[config.mk]
export PLATFORM = sky130hd
export DESIGN_NAME = clock_set_ctrl
export DESIGN_NICKNAME = d
export VERILOG_FILES = /design/src/rtl/clock_set_ctrl.sv
export SDC_FILE = /design/constraint.sdc
export NUM_CORES = 1
export LEC_CHECK = 0
export CORE_ASPECT_RATIO = 1.5
export CORE_MARGIN = 2
export CORE_UTILIZATION = 52
export DETAILED_ROUTE_END_ITERATION = 10
export PLACE_DENSITY = 0.74
export SLEW_MARGIN = 20
export SYNTH_ARGS = -nofsm -noshare
export SYNTH_HDL_FRONTEND = slang
export SYNTH_SLANG_ARGS = --single-unit
export TNS_END_PERCENT = 20
[constraint.sdc]
create_clock -name clk -period 2.4 [get_ports clk]
set_clock_uncertainty 0.05 [all_clocks]
set_input_delay 0.36 -clock clk [delete_from_list [all_inputs] [get_ports clk]]
set_output_delay 0.36 -clock clk [all_outputs]
set_load 0.005 [all_outputs]
[src/rtl/clock_set_ctrl.sv]
// HH:MM:SS time-keeping and time-setting controller: BCD time registers advanced
// by a 1 Hz tick, button-driven edit FSM, and blink blanking of the edited field.
module clock_set_ctrl #(
    parameter int BLINK_CYCLES = 25000000,
    parameter int BLINK_W      = 25
) (
    input  logic       clk,
    input  logic       reset,
    input  logic       tick,
    input  logic       btn_mode,
    input  logic       btn_inc,
    input  logic       btn_dec,
    output logic [3:0] s_unit,
    output logic [3:0] s_ten,
    output logic [3:0] m_unit,
    output logic [3:0] m_ten,
    output logic [3:0] h_unit,
    output logic [3:0] h_ten,
    output logic [5:0] blank,
    output logic [1:0] mode
);

    typedef enum logic [1:0] {
        ST_RUN   = 2'd0,
        ST_SET_H = 2'd1,
        ST_SET_M = 2'd2,
        ST_SET_S = 2'd3
    } state_t;

    localparam logic [BLINK_W-1:0] BLINK_LAST = BLINK_W'(BLINK_CYCLES - 1);

    state_t             state_q, state_d;
    logic [7:0]         sec_q, sec_d;
    logic [7:0]         min_q, min_d;
    logic [7:0]         hour_q, hour_d;
    logic [BLINK_W-1:0] cnt_q, cnt_d;
    logic               phase_q, phase_d;
    logic [5:0]         blank_q, blank_d;
    logic [2:0]         sync1_q, sync2_q, prev_q;
    logic [2:0]         press;
    logic               mode_press, inc_press, dec_press, adjust;

    // Two-digit BCD {ten,unit} step up/down with wrap at 'last' (8'h59 or 8'h23).
    function automatic logic [7:0] bcd_inc(input logic [7:0] v, input logic [7:0] last);
        if (v == last)
            return 8'h00;
        else if (v[3:0] == 4'd9)
            return {v[7:4] + 4'd1, 4'd0};
        else
            return {v[7:4], v[3:0] + 4'd1};
    endfunction

    function automatic logic [7:0] bcd_dec(input logic [7:0] v, input logic [7:0] last);
        if (v == 8'h00)
            return last;
        else if (v[3:0] == 4'd0)
            return {v[7:4] - 4'd1, 4'd9};
        else
            return {v[7:4], v[3:0] - 4'd1};
    endfunction

    // Bit order of the button vectors: [0]=mode, [1]=inc, [2]=dec.
    assign press      = sync2_q & ~prev_q;
    assign mode_press = press[0];
    assign inc_press  = press[1];
    assign dec_press  = press[2];
    assign adjust     = (state_q != ST_RUN) && !mode_press && (inc_press ^ dec_press);

    always_comb begin
        state_d = state_q;
        sec_d   = sec_q;
        min_d   = min_q;
        hour_d  = hour_q;
        cnt_d   = cnt_q;
        phase_d = phase_q;
        blank_d = 6'b000000;

        if (mode_press) begin
            case (state_q)
                ST_RUN:   state_d = ST_SET_H;
                ST_SET_H: state_d = ST_SET_M;
                ST_SET_M: state_d = ST_SET_S;
                default:  state_d = ST_RUN;
            endcase
        end

        // Ticks are honoured on the RUN cycle even if a mode press lands with them.
        case (state_q)
            ST_RUN: begin
                if (tick) begin
                    sec_d = bcd_inc(sec_q, 8'h59);
                    if (sec_q == 8'h59) begin
                        min_d = bcd_inc(min_q, 8'h59);
                        if (min_q == 8'h59)
                            hour_d = bcd_inc(hour_q, 8'h23);
                    end
                end
            end
            ST_SET_H: if (adjust) hour_d = inc_press ? bcd_inc(hour_q, 8'h23) : bcd_dec(hour_q, 8'h23);
            ST_SET_M: if (adjust) min_d  = inc_press ? bcd_inc(min_q, 8'h59)  : bcd_dec(min_q, 8'h59);
            ST_SET_S: if (adjust) sec_d  = inc_press ? bcd_inc(sec_q, 8'h59)  : bcd_dec(sec_q, 8'h59);
            default: ;
        endcase

        if (mode_press || adjust) begin
            cnt_d   = '0;
            phase_d = 1'b0;
        end else if (cnt_q == BLINK_LAST) begin
            cnt_d   = '0;
            phase_d = ~phase_q;
        end else begin
            cnt_d = cnt_q + 1'b1;
        end

        // Blanking follows the next state so mode and blank always change together.
        case (state_d)
            ST_SET_H: blank_d = {phase_d, phase_d, 4'b0000};
            ST_SET_M: blank_d = {2'b00, phase_d, phase_d, 2'b00};
            ST_SET_S: blank_d = {4'b0000, phase_d, phase_d};
            default:  blank_d = 6'b000000;
        endcase
    end

    always_ff @(posedge clk) begin
        if (reset) begin
            state_q <= ST_RUN;
            sec_q   <= 8'h00;
            min_q   <= 8'h00;
            hour_q  <= 8'h00;
            cnt_q   <= '0;
            phase_q <= 1'b0;
            blank_q <= 6'b000000;
            sync1_q <= 3'b000;
            sync2_q <= 3'b000;
            prev_q  <= 3'b000;
        end else begin
            state_q <= state_d;
            sec_q   <= sec_d;
            min_q   <= min_d;
            hour_q  <= hour_d;
            cnt_q   <= cnt_d;
            phase_q <= phase_d;
            blank_q <= blank_d;
            sync1_q <= {btn_dec, btn_inc, btn_mode};
            sync2_q <= sync1_q;
            prev_q  <= sync2_q;
        end
    end

    assign s_unit = sec_q[3:0];
    assign s_ten  = sec_q[7:4];
    assign m_unit = min_q[3:0];
    assign m_ten  = min_q[7:4];
    assign h_unit = hour_q[3:0];
    assign h_ten  = hour_q[7:4];
    assign blank  = blank_q;
    assign mode   = state_q;

endmodule

# Word-level counts from Yosys, hierarchy flattened
# Cells that the tools add are included.
[word_totals] register_bits=67 in_bits=6 wordCells=106
[op_classes] add_sub_neg=13 eq_ne=22 muxes=32 bitwise=4 n_reduce_logical=22
[op_table] operator="$mux 8" n=24
[op_table] operator="$pmux 8 s2" n=3
[op_table] operator="$add 25x1->25 const B" n=1
[op_table] operator="$eq 25x25->1 const B" n=1
[op_table] operator="$add 4x1->4 const B" n=6
[op_table] operator="$logic_not 8->1" n=3
[op_table] operator="$sub 4x1->4 const B" n=6
[op_table] operator="$pmux 6 s3" n=1
[op_table] operator="$eq 8x7->1 const B" n=2
[op_table] operator="$eq 4x4->1 const B" n=3
[op_table] operator="$logic_not 4->1" n=3
[op_table] operator="$ne 2x2->1 const B" n=6
[op_table] operator="$ne 4x4->1 const B" n=3
[op_table] operator="$reduce_and 5->1" n=2
[op_table] operator="$eq 2x2->1 const B" n=4
[op_table] operator="$eq 8x6->1 const B" n=1
[op_table] operator="$reduce_and 4->1" n=2
[op_table] operator="$reduce_bool 2->1" n=4
[op_table] operator="$pmux 2 s3" n=1
[op_table] operator="$reduce_and 6->1" n=1
[op_table] operator="$eq 2x1->1 const B" n=2
[op_table] operator="$and 3x3->3" n=1
[op_table] operator="$not 3->3" n=1
[op_table] operator="$reduce_and 3->1" n=1
[op_table] operator="9 further kinds" n=11

# Depth between registers and ports, before layout
[depth] word_depth=8 ltp_mapped=8 ltp_nobuf=7

# Worst setup path after synthesis
# OpenSTA, ideal clock, no wires.
[synth_timing] path_kind="reg-to-reg" start="register state_q[0], in the netlist mode[0]" end="register min_q[4]" setup_time_ns=0.070 arrival_time_ns=2.043 setup_slack_ns=0.236 path_stages_with_launch=7 path_buffers=0 synth_period_minus_slack_ns=2.164 cell_sequence="dfxtp_1 inv_1 ha_1 or3_1 o22a_4 or4_1 a21oi_1"
[synth_via] elab_chain_len=5 word_cells_on_any_way=12
[synth_lines] item="start: declaration" line="32" text="state_t state_q, state_d;"
[synth_lines] item="start signal: assignment" line="137" text="state_q <= state_d;"
[synth_lines] item="$reduce_bool 2->1" line="67" text="assign adjust = (state_q != ST_RUN) && !mode_press && (inc_press ^ dec_press);"
[synth_lines] item="$logic_and 1x1->1 (2 in series)" line="67"
[synth_lines] item="$ne 2x2->1 (no line)"
[synth_lines] item="$reduce_and 5->1 (no line)"
[synth_lines] item="end signal: assignment" line="139" text="min_q <= min_d;"
[synth_lines] item="end: declaration" line="34" text="logic [7:0] min_q, min_d;"
# Several ways; a longest one is shown, not always the timed one.
# A chain may end at the register's enable or synchronous reset.

# Final worst setup path
[layout_timing] start="register min_q[0]" end="register min_q[2]"
[layout_via] elab_chain_len=6 word_cells_on_any_way=15
[layout_lines] item="$sub 4x1->4, or another cell as far along" line="59" text="return {v[7:4], v[3:0] - 4'd1};"
[layout_lines] item="$mux 8, on equally long branches" line="56, 47"
[layout_lines] item="$mux 8, on equally long branches" line="54, 45"
[layout_lines] item="$mux 8, on equally long branches" line="100, 92"
[layout_lines] item="$mux 8, on equally long branches" line="100, 90"
[layout_lines] item="$pmux 8 s2 *" line="88" text="case (state_q)"
# Mark *: on every way between the ends. The rest lies on a longest branch, timed or not. The select of a mux whose other input is x is not followed.

==> flow_summary.ini <==
[outcome]
status = complete, no violations

[yosys]
yosys_warnings = 0
yosysMostFrequentCell = dfxtp_1
ys.flop_type = dfxtp_1
postSynthAreaPerCell_um2 = 8.45
netlist_area_um2 = 3890
ys_types = 68
yosysSeqAreaShare_pct = 32.9
ys_seq_elements = 64
yosys.area.top_type_share_pct = 32.9
async_flop_share_pct = 0
synth_edf_count = 0
yosys.area.top_type = dfxtp_1
synth_common_cells = dfxtp_1, nor2_1, nand2_1
syn-num-nets = 492
syn_inst = 461
synthTopCellsByArea = dfxtp_1, ha_1, nor2_1, a21oi_1, xnor2_1

[worst_setup_path]
path_cells = inv_1 > ha_1 > nor3b_2 > nor3_1 > a22oi_1 > or3_2 > a21oi_1
rr_startpoint = min_q[0]
worstRegToRegCells = 7
critPathCaptureType = flip-flop
path_class = flip-flop to flip-flop
worstSetupStartpoint = min_q[0]
crit_cells = 7
required_ns = 2.64
crit_buf_inv = 1
worstPathMaxFanout = 9
start_kind = flip-flop
cpPeakStageDelay_ns = 0.49
cp-endpoint = min_q[2]
critPathArrivalTime_ns = 2.48
cpLargestDelayFamily = simple AND/OR/NAND/NOR gates
crit_slowest_cell = dfxtp_1
reg2reg_slack_ns = 0.16
reg2reg_to = min_q[2]

[global_route]
grt_pass1_vias = 3394
grt_pass1_wl_um = 15200
grtUsageTotal_pct = 23.7
grt-ovfl-total = 0
antenna_found_initial = 0
grt_max_degree = 24

[sta]
hold_viol = 0
max_freq_ghz = 0.446
finalMaxSlewViolations = 0
finalCritPeriodShare_pct = 93.5
rsz0062_at_grt = false
relSlewSlack_pct = 47.7
setup_viol = 0
tightest_slew_ns = 0.782
fin_crit_ns = 2.24
tns_ns = 0

[power_and_ir_drop]
peakVddDrop_mv = 0.365
powerDensity_nw_per_um2 = 453
p_leak_nw = 1.60

[drt]
wl_um = 9090
dr.pass1.iters = 4
viasPerCell = 5.80
ant_nets = 0
drt_iter0_drc = 180
wire_per_inst_um = 14.9
drc = 0
vias = 3546

[placed_design]
hpwl_um = 6650
gp_congestion = 0.920
numPortBuffers = 37
placed_cell_area_um2 = 4410

[final_layout]
drive_gt1_share_pct = 10.2
area_growth_pct = 18.4
finalNetCount = 537
seqCellArea_um2 = 1280
final_area_um2 = 4610
nFillCells = 658
multi_input_area_um2 = 2420
n_antenna_cell = 0

[clock_tree]
cts_tree = built
cts.clk_slew.worst_paths_ns = 0.08
htree_levels = 3
post_cts_buffers = 0
numCtsBuffers = 9
cts-root-buf = clkbuf_8
cts_hold_buf = 0
ctsLongestPathBuffers = 2
clk-insertion-delay-late_ns = 0.36
cts_sinks = 64

[floorplanning]
chipWidth_um = 74.7
initial_core_util_pct = 53.9
die_height_um = 110
dieArea_um2 = 8210
row_count = 38
design.core.area_um2 = 7230
pin_count = 38

[flow_run]
max_cap_viol_count = 0

[min_path]
hold_class = flip-flop to flip-flop
==> timing repair <==
item                       4_1_cts  5_1_grt
setup endpoints to repair        0        8
hold endpoints to repair         0        0
resized for setup                0        4
==> state kept, by name, summed over array words and instances, names as in the netlist, 3 cells and up <==
signal / flops
sync1_q: 3
min_q: 8
blank: 3
prev_q: 3
cnt_q: 25
hour_q: 8
sec_q: 8
sync2_q: 3
==> metrics by stage <==
stage | worst slack, ns | hold slack, ns | power (W) | util [%] | std cells
after global routing | 0.0198 | 0.408 | 0.00217 | 63.8 | 611
after CTS | 0.107 | 0.396 | 0.00211 | 63.5 | 611
after floorplan | 0.236 | 0.364 | 0.00121 | - | 461
after detailed placement | 0.132 | 0.378 | 0.00127 | 61.1 | 595
after global placement | 0.190 | 0.371 | 0.00127 | 61.1 | 595
final | 0.157 | 0.388 | 0.00209 | 63.8 | 611
==> cell usage in the layout, fill, tap and decap left out, drive strengths merged, types with 4 or more instances in the layout <==
cell type / n
nand2: 28
inv: 25
xnor2: 14
nor3: 19
and3b: 4
o22ai: 6
buf: 19
or3: 9
nand3: 16
and3: 6
a311oi: 5
o21a: 4
o32ai: 5
nor2: 45
dfxtp: 64
mux2i: 4
nand4: 11
ha: 25
o31ai: 5
nor2b: 15
a211oi: 5
xor2: 12
o211ai: 5
a221oi: 7
clkbuf: 12
nor3b: 5
nor4b: 4
nor4: 4
clkdlybuf4s50: 37
and2: 6
a21oi: 27
o21ai: 16
==> final cells by class <==
| type | instances | area share, % |
|---|---|---|
| flip-flops and latches | 64 | 27.8 |
| repair buffers | 56 | 11.1 |
| clock inverters | 4 | 0.651 |
| multi-input cells | 350 | 52.5 |
| clock buffers | 12 | 3.15 |
| well taps | 100 | 2.71 |
| inverters | 25 | 2.04 |
==> worst register-to-register path, delay by kind of cell (launching register included) <==
kind            cells  cell delay (ns)
simple gates        3             0.99
flops               1             0.49
compound gates      2             0.26
fa+ha+maj           1             0.25
buf+inv             1             0.15
==> worst min-delay path by stage <==
stage               start          to  slack [ns]  cells past startpoint
2_1_floorplan  sync1_q[0]  sync2_q[0]        0.36                      1
3_3_place_gp   sync1_q[0]  sync2_q[0]        0.37                      1
3_5_place_dp   sync1_q[0]  sync2_q[0]        0.38                      1
4_1_cts        sync1_q[2]  sync2_q[2]        0.40                      1
5_1_grt        sync1_q[0]  sync2_q[0]        0.41                      1
6_report       sync1_q[2]  sync2_q[2]        0.39                      1
==> routing by layer <==
metal	routed length, µm	vias up	GRT usage [%]
li1	-	1759	-
met1	3740	1660	26.4
met2	4700	104	41.4
met3	399	23	5.55
met4	245	0	12.0
met5	0	-	0
==> logic make-up (layout without fill, tap and decap cells) <==
family / count (synthesis) / count (layout) / synth area share, %
compound gates: 105 / 105 / 18.9
simple gates: 189 / 189 / 27.3
fa+ha+maj: 25 / 25 / 8.03
mux: 5 / 5 / 1.32
flops: 64 / 64 / 32.9
xor+xnor: 26 / 26 / 6.04
buf+inv: 47 / 97 / 5.46
==> power by group <==
part           switching, W  internal (W)
Combinational     0.0000923     0.0000688
Sequential        0.0000121       0.00108
Clock              0.000433      0.000405
Total              0.000538       0.00155
Power figures use the tool's default switching activity.
